$ cat config.mk
export PLATFORM = sky130hd
export DESIGN_NAME = if_fetch_ctrl
export DESIGN_NICKNAME = d
export VERILOG_FILES = /design/src/rtl/if_ctrl_pkg.sv /design/src/rtl/sat_counter.sv /design/src/rtl/if_fetch_ctrl.sv
export SDC_FILE = /design/constraint.sdc
export NUM_CORES = 1
export LEC_CHECK = 0
export BUFFER_PORTS_ARGS = -buffer_cell sky130_fd_sc_hd__buf_2
export CORE_MARGIN = 5
export CORE_UTILIZATION = 45
export DETAILED_ROUTE_END_ITERATION = 10
export GPL_TIMING_DRIVEN = 0
export PLACE_DENSITY = 0.81
export SLEW_MARGIN = 20
export SYNTH_ARGS = -nofsm -noshare
export SYNTH_HDL_FRONTEND = slang
export SYNTH_SLANG_ARGS = --single-unit
$ cat constraint.sdc
create_clock -name clk -period 2.6 [get_ports clk]
set_clock_uncertainty 0.15 [all_clocks]
set_input_delay 0.26 -clock clk [delete_from_list [all_inputs] [get_ports clk]]
set_output_delay 0.26 -clock clk [all_outputs]
set_load 0.02 [all_outputs]
$ cat src/rtl/if_ctrl_pkg.sv
// Shared definitions for the instruction-fetch sequencer.
// State encoding and PC mux select values.
package if_ctrl_pkg;

  typedef enum logic [1:0] {
    ST_START = 2'd0,
    ST_REQ   = 2'd1,
    ST_HOLD  = 2'd2,
    ST_DROP  = 2'd3
  } if_state_t;

  localparam logic PC_SRC_SEQ = 1'b0;
  localparam logic PC_SRC_BR  = 1'b1;

endpackage

$ cat src/rtl/sat_counter.sv
// Saturating up-counter with enable and sync clear.
// Clear wins over enable; never wraps.
module sat_counter #(
  parameter int W = 8
) (
  input  logic         clk,
  input  logic         rst,
  input  logic         en,
  input  logic         clr,
  output logic [W-1:0] cnt
);

  localparam logic [W-1:0] CNT_MAX = {W{1'b1}};

  // count up while enabled, stick at all-ones
  always_ff @(posedge clk or posedge rst) begin
    if (rst) begin
      cnt <= '0;
    end else if (clr) begin
      cnt <= '0;
    end else if (en && (cnt != CNT_MAX)) begin
      cnt <= cnt + W'(1);
    end
  end

endmodule

$ cat src/rtl/if_fetch_ctrl.sv
// IF-stage sequencer: imem req/ready handshake, PC control,
// one-entry stall buffer and wrong-path squash.
module if_fetch_ctrl
  import if_ctrl_pkg::*;
#(
  parameter int DATA_W   = 32,
  parameter int CNT_W    = 16,
  parameter int MAX_WAIT = 15
) (
  input  logic              clk,
  input  logic              rst,
  input  logic              stall,
  input  logic              Br_taken,
  input  logic              imem_ready,
  input  logic [DATA_W-1:0] imem_rdata,
  output logic              imem_req,
  output logic              PC_write,
  output logic              PC_src,
  output logic              IF_ID_flush,
  output logic [DATA_W-1:0] instruction,
  output logic              IF_valid,
  output logic [CNT_W-1:0]  fetch_stall_cnt,
  output logic              timeout
);

  localparam int WAIT_W = $clog2(MAX_WAIT + 1);

  if_state_t         state;
  if_state_t         state_nxt;
  logic [DATA_W-1:0] hold_buf;
  logic [WAIT_W-1:0] wait_cnt;
  logic              waiting;

  assign waiting = imem_req & ~imem_ready;

  // state register
  always_ff @(posedge clk or posedge rst) begin
    if (rst) state <= ST_START;
    else     state <= state_nxt;
  end

  // next-state logic; branch beats stall
  always_comb begin
    state_nxt = state;
    unique case (state)
      ST_START: state_nxt = ST_REQ;
      ST_REQ: begin
        if (Br_taken)
          state_nxt = imem_ready ? ST_REQ : ST_DROP;
        else if (imem_ready && stall)
          state_nxt = ST_HOLD;
      end
      ST_HOLD: begin
        if (Br_taken || !stall)
          state_nxt = ST_REQ;
      end
      ST_DROP: begin
        if (imem_ready)
          state_nxt = ST_REQ;
      end
      default: state_nxt = ST_START;
    endcase
  end

  // PC control, flush and request outputs
  always_comb begin
    imem_req    = 1'b0;
    PC_write    = 1'b0;
    PC_src      = PC_SRC_SEQ;
    IF_ID_flush = 1'b0;
    unique case (state)
      ST_START: ;
      ST_REQ: begin
        imem_req = 1'b1;
        if (Br_taken) begin
          PC_write    = 1'b1;
          PC_src      = PC_SRC_BR;
          IF_ID_flush = 1'b1;
        end else if (imem_ready && !stall) begin
          PC_write = 1'b1;
        end
      end
      ST_HOLD: begin
        if (Br_taken) begin
          PC_write    = 1'b1;
          PC_src      = PC_SRC_BR;
          IF_ID_flush = 1'b1;
        end else if (!stall) begin
          PC_write = 1'b1;
        end
      end
      ST_DROP: begin
        imem_req = 1'b1;
        if (Br_taken) begin
          PC_write    = 1'b1;
          PC_src      = PC_SRC_BR;
          IF_ID_flush = 1'b1;
        end
      end
      default: ;
    endcase
  end

  // instruction delivery and stall buffer
  always_ff @(posedge clk or posedge rst) begin
    if (rst) begin
      instruction <= '0;
      IF_valid    <= 1'b0;
      hold_buf    <= '0;
    end else begin
      unique case (state)
        ST_REQ: begin
          if (Br_taken) begin
            IF_valid <= 1'b0;
          end else if (imem_ready && !stall) begin
            instruction <= imem_rdata;
            IF_valid    <= 1'b1;
          end else if (imem_ready) begin
            hold_buf <= imem_rdata;
          end
        end
        ST_HOLD: begin
          if (Br_taken) begin
            IF_valid <= 1'b0;
          end else if (!stall) begin
            instruction <= hold_buf;
            IF_valid    <= 1'b1;
          end
        end
        ST_DROP: begin
          if (Br_taken) IF_valid <= 1'b0;
        end
        default: ;
      endcase
    end
  end

  // sticky timeout once one request has waited MAX_WAIT cycles
  always_ff @(posedge clk or posedge rst) begin
    if (rst)
      timeout <= 1'b0;
    else if (wait_cnt >= WAIT_W'(MAX_WAIT))
      timeout <= 1'b1;
  end

  sat_counter #(.W(WAIT_W)) u_wait_cnt (
    .clk (clk),
    .rst (rst),
    .en  (waiting),
    .clr (imem_ready),
    .cnt (wait_cnt)
  );

  sat_counter #(.W(CNT_W)) u_stall_cnt (
    .clk (clk),
    .rst (rst),
    .en  (waiting),
    .clr (1'b0),
    .cnt (fetch_stall_cnt)
  );

endmodule
**Word-level counts from Yosys, hierarchy flattened**

Index checks and enable logic that the tools add are counted.

- Output and inout port bits: 54
- Flip-flop bits (word level): 88

- Add/subtract/negate cells: 2
- Bitwise gates (word level): 4
- Magnitude comparators: 1
- Reductions and logical operators: 16
- Multiplexer cells: 27
- Eq/ne operators: 15

Operators with widths:

| cell | number |
|---|---|
| $mux 32 | 4 |
| $pmux 32 s2 | 1 |
| $add 16x1->16 const B | 1 |
| $ne 16x16->1 const B | 1 |
| $ne 2x2->1 const B | 7 |
| $mux 1 | 12 |
| $mux 2 | 5 |
| $ne 3x3->1 const B | 3 |
| $mux 4 | 2 |
| $pmux 2 s4 | 1 |
| $reduce_and 4->1 | 2 |
| $pmux 1 s3 | 2 |
| $reduce_and 5->1 | 1 |
| $add 4x1->4 const B | 1 |
| $eq 2x2->1 const B | 2 |
| $ge 4x4->1 const B | 1 |
| $logic_and 1x1->1 | 4 |
| $ne 4x4->1 const B | 1 |
| $reduce_bool 2->1 | 2 |
| $not 1->1 | 3 |
| $reduce_and 3->1 | 1 |
| $reduce_bool 3->1 | 1 |
| $reduce_or 3->1 | 1 |
| $eq 2x1->1 const B | 1 |
| 5 further kinds | 5 |

**Longest topological paths before layout**

- Word-level depth: 7
- Gate-level depth with buffers: 8
- Depth with buffers taken out: 6

**Modules after synthesis**

Synthesis repeated with hierarchy kept, for this count alone.

- Cells, all modules: 337
- Area total of the unflattened synthesis: 4445.5 um^2

By module, submodules not included:

| module | instances | cells an instance | sequential area each (um^2) | area an instance (um^2) |
|---|---|---|---|---|
| if_fetch_ctrl | 1 | 215 | 1701.6 | 3283.1 |
| sat_counter at u_stall_cnt | 1 | 101 | 400.4 | 932.1 |
| sat_counter at u_wait_cnt | 1 | 21 | 100.1 | 230.2 |

**Worst setup path after synthesis**

OpenSTA, ideal clock, no wires.

- Path kind: flip-flop to output port
- Start: register state[0]
- End: output port PC_write
- Buffers on the path: 2
- Data arrival time: 1848 ps
- Slack: 342 ps
- Cell stages (with the launch flop): 7
- Required time: 2190 ps
- Cell sequence: dfrtp_1 > inv_1 > ha_1 > buf_2 > buf_1 > o211ai_1 > a21oi_1

- Word-level cells in the longest chain between the ends: 2

Ends and longest elaborated chain:

| element | line | RTL |
|---|---|---|
| start, declared | if_fetch_ctrl.sv:28 | `if_state_t state;` |
| start signal, assigned | if_fetch_ctrl.sv:39 | `else state <= state_nxt;` |
| $eq 2x2->1 / $eq 2x1->1 (equally long branches) | if_fetch_ctrl.sv:71 | `unique case (state)` |
| $pmux 1 s3 * | if_fetch_ctrl.sv:71 |  |
| end, declared | if_fetch_ctrl.sv:17 | `output logic PC_write,` |

Mark *: on every way between the ends. The rest lies on a longest branch, timed or not.

**Worst setup path in the final report**

Ends and elaborated chain as after synthesis.

==> run summary <==
Switch Pwr: 1.92 mW
Final period utilization: 94.0%
Htree depth: 3
Util after Layout: 57.4%
# Post-CTS Setup Buffers: 0
DR pass1 iterations: 4
Max-cap violation count: 0
Die W: 104 um
Simple-Gate Fraction of Synth Area: 11.0%
Final Setup Violations: 0
Global-route wire length before repair: 15.2 mm
Gr usage total: 16.9%
Placer Congestion: 0.832
Lkg Pwr: 2.41 nW
Synthesized area: 3960 um^2
Hpwl dp: 6.33 mm
Hold crit path type: in2reg
Slowest-stage cell, CP: dfrtp_2
CTS buffer count: 9
Total negative slack: 0 ps
Crit path required time: 2190 ps
Peak supply drop: 0.000554 V
Vias: 2914
Initial antenna violation count: 0
Power density cells: 1020 nW/um^2
Min cycle time layout: 2440 ps
Diodes inserted: 0
Seq/Total Area, Yosys: 55.6%
Worst-path cell chain: inv_1 -> ha_1 -> clkbuf_4 -> buf_6 -> o211ai_1 -> a21oi_1 -> buf_2
Layout cells sized above 1: 35.9%
Area share of fa/ha/maj cells after synthesis: 2.21%
Synthesized flop and latch total: 88
Crit path arrival time: 2030 ps
Final worst setup slack: 155 ps
Synth warn: 0
Synth unique cells: 36
Synth Flop Type: dfrtp_1
Hold Vio Cnt, Final: 0
Congestion Overflow GR: 0
Clock root cell: clkbuf_8
IO Port Bufs: 90
Clk pin slew, worst setup/hold paths: 90 ps
Number of antenna-violating nets in the routed design: 0
Worst slew pin tran: 787 ps
Area share of xor/xnor cells in the synthesized design: 3.32%
Combinational power share: 37.2%
Min Hold Slack: 12.0 ps
IO Count: 91
Syn_nets: 377
Mux cell area share after synthesis: 18.7%
Switching Fraction: 37.9%
Pre-CTS setup slack: -16.5 ps
CP top delay family: buffers and inverters
Vias in the first global route: 3132
Post-synth EDFFs: 0
DRC: 0
Startpoint types: flop
Critical path peak fanout: 10
Commonest non-fill, non-tap cells in the layout: 97 x buf_2, 87 x dfrtp_1, 41 x nand2_1, 35 x mux2_2, 33 x mux2i_1
WL final: 8.74 mm
P&R area growth vs syn: 25.2%
DR iter-0 viols: 97
Max-slew headroom: 47.6%
Chip height: 104 um
Final #Nets: 496
Drt wl/cell: 15.5 um
Die area: 10800 um^2
CP endpoint kind: output port
Clock Latency Late Sink: 350 ps
# rows: 34
Status: finished clean
Most common cell after layout, fill and taps aside: buf_2
WP buf/inv: 4
CTS tree: yes
RSZ-0062 raised after global routing: false
Compound-Gate Fraction of Synth Area: 6.82%
CP max stage delay: 490 ps
CP Class: reg2out
Post-Syn Instances: 333
Max clock buf depth: 2
Reg power frac: 45.0%
Largest net degree at the start of global routing: 32
Asr flop ratio synth: 100%
Largest family of logic cells by synthesized area: multiplexers
Slew Viols, Final: 0
Syn avg cell area: 11.9 um^2
CTS sink cnt: 88
CORE AREA: 8640 um^2
Initial Util: 45.9%
Via density: 5.16
Clk network pwr share: 17.8%
Cell Int Power: 3.15 mW
Fmax: 409 MHz
registers in the layout, summed over array words and instances (netlist names):
name,cells
IF_valid,1
hold_buf,32
instruction,32
state,2
timeout,1
u_stall_cnt.cnt,16
u_wait_cnt.cnt,4
path summary, 6_finish.rpt:
kind                                start         endpoint  slack, ps  depth (start not counted)
min reg2reg                       timeout          timeout        320                          1
max in group asynchronous             rst         IF_valid       1290                          4
min                        imem_rdata[23]     hold_buf[23]         10                          2
max                              state[0]         PC_write        160                          7
max reg2reg                      state[0]  instruction[26]        260                          8
min in group asynchronous             rst  instruction[12]        430                          3
cells in the mapped netlist, types with 2 or more instances:
master | n | area [um^2]
a21oi_1 | 4 | 20.0
clkbuf_2 | 2 | 10.0
inv_1 | 5 | 18.8
nor3_1 | 9 | 45.0
o21ai_1 | 4 | 20.0
mux2_2 | 35 | 394
o21ai_0 | 29 | 145
mux2i_1 | 33 | 330
nand2b_1 | 3 | 18.8
xor2_1 | 15 | 131
a21boi_0 | 2 | 15.0
dfrtp_1 | 88 | 2200
nand4_1 | 8 | 50.1
nor4_1 | 5 | 31.3
nand3_1 | 5 | 25.0
clkbuf_1 | 4 | 15.0
nor2_1 | 7 | 26.3
ha_1 | 7 | 87.6
nor3b_1 | 2 | 15.0
nand2_1 | 41 | 154
o21a_1 | 2 | 15.0
buf_2 | 8 | 40.0
o22a_1 | 2 | 17.5
power by group through the flow:
stage | sequential, mW | combinational (mW) | clock, mW
floorplan | 2.57 | 0.971 | 0
global placement | 2.26 | 1.81 | 0
detailed placement | 2.31 | 1.90 | 0
CTS | 2.28 | 1.92 | 0.925
global route | 2.37 | 2.09 | 0.985
finish | 2.28 | 1.89 | 0.902
what timing repair did:
action,CTS,global route
setup endpoints to repair,1,18
endpoints found under the hold margin,43,2
resized for setup,3,2
hold buffers,15,2
layout make-up:
type	instances	area [um^2]
multi-input cells	224	1660
fillers	750	3680
plain buffers	15	82.6
well taps	108	135
inverters	5	22.5
clock inverters	5	38.8
clock buffers	11	151
flip-flops and latches	88	2200
repair buffers	109	661
metal layers:
layer	global-route usage, %	wire [um]	part of all wire, %
met5	0	0	0
met4	3.70	44	0.50
met3	5.35	548	6.3
met2	27.4	4300	49
met1	22.2	3850	44
per-stage QoR:
stage | instances | total power, mW | instance area [um^2]
after floorplan | 333 | 3.54 | 3970
after global placement | 531 | 4.08 | 4550
after detailed placement | 533 | 4.21 | 4590
after CTS | 564 | 5.13 | 4940
after global routing | 565 | 5.44 | 4960
final | 565 | 5.07 | 4960
cells by family (layout without fill, tap and decap cells):
family | Yosys count | in the layout
xor+xnor | 15 | 15
compound gates | 46 | 46
buf+inv | 21 | 145
simple gates | 87 | 87
mux | 69 | 69
fa+ha+maj | 7 | 7
flops | 88 | 88
Power figures use the tool's default switching activity.
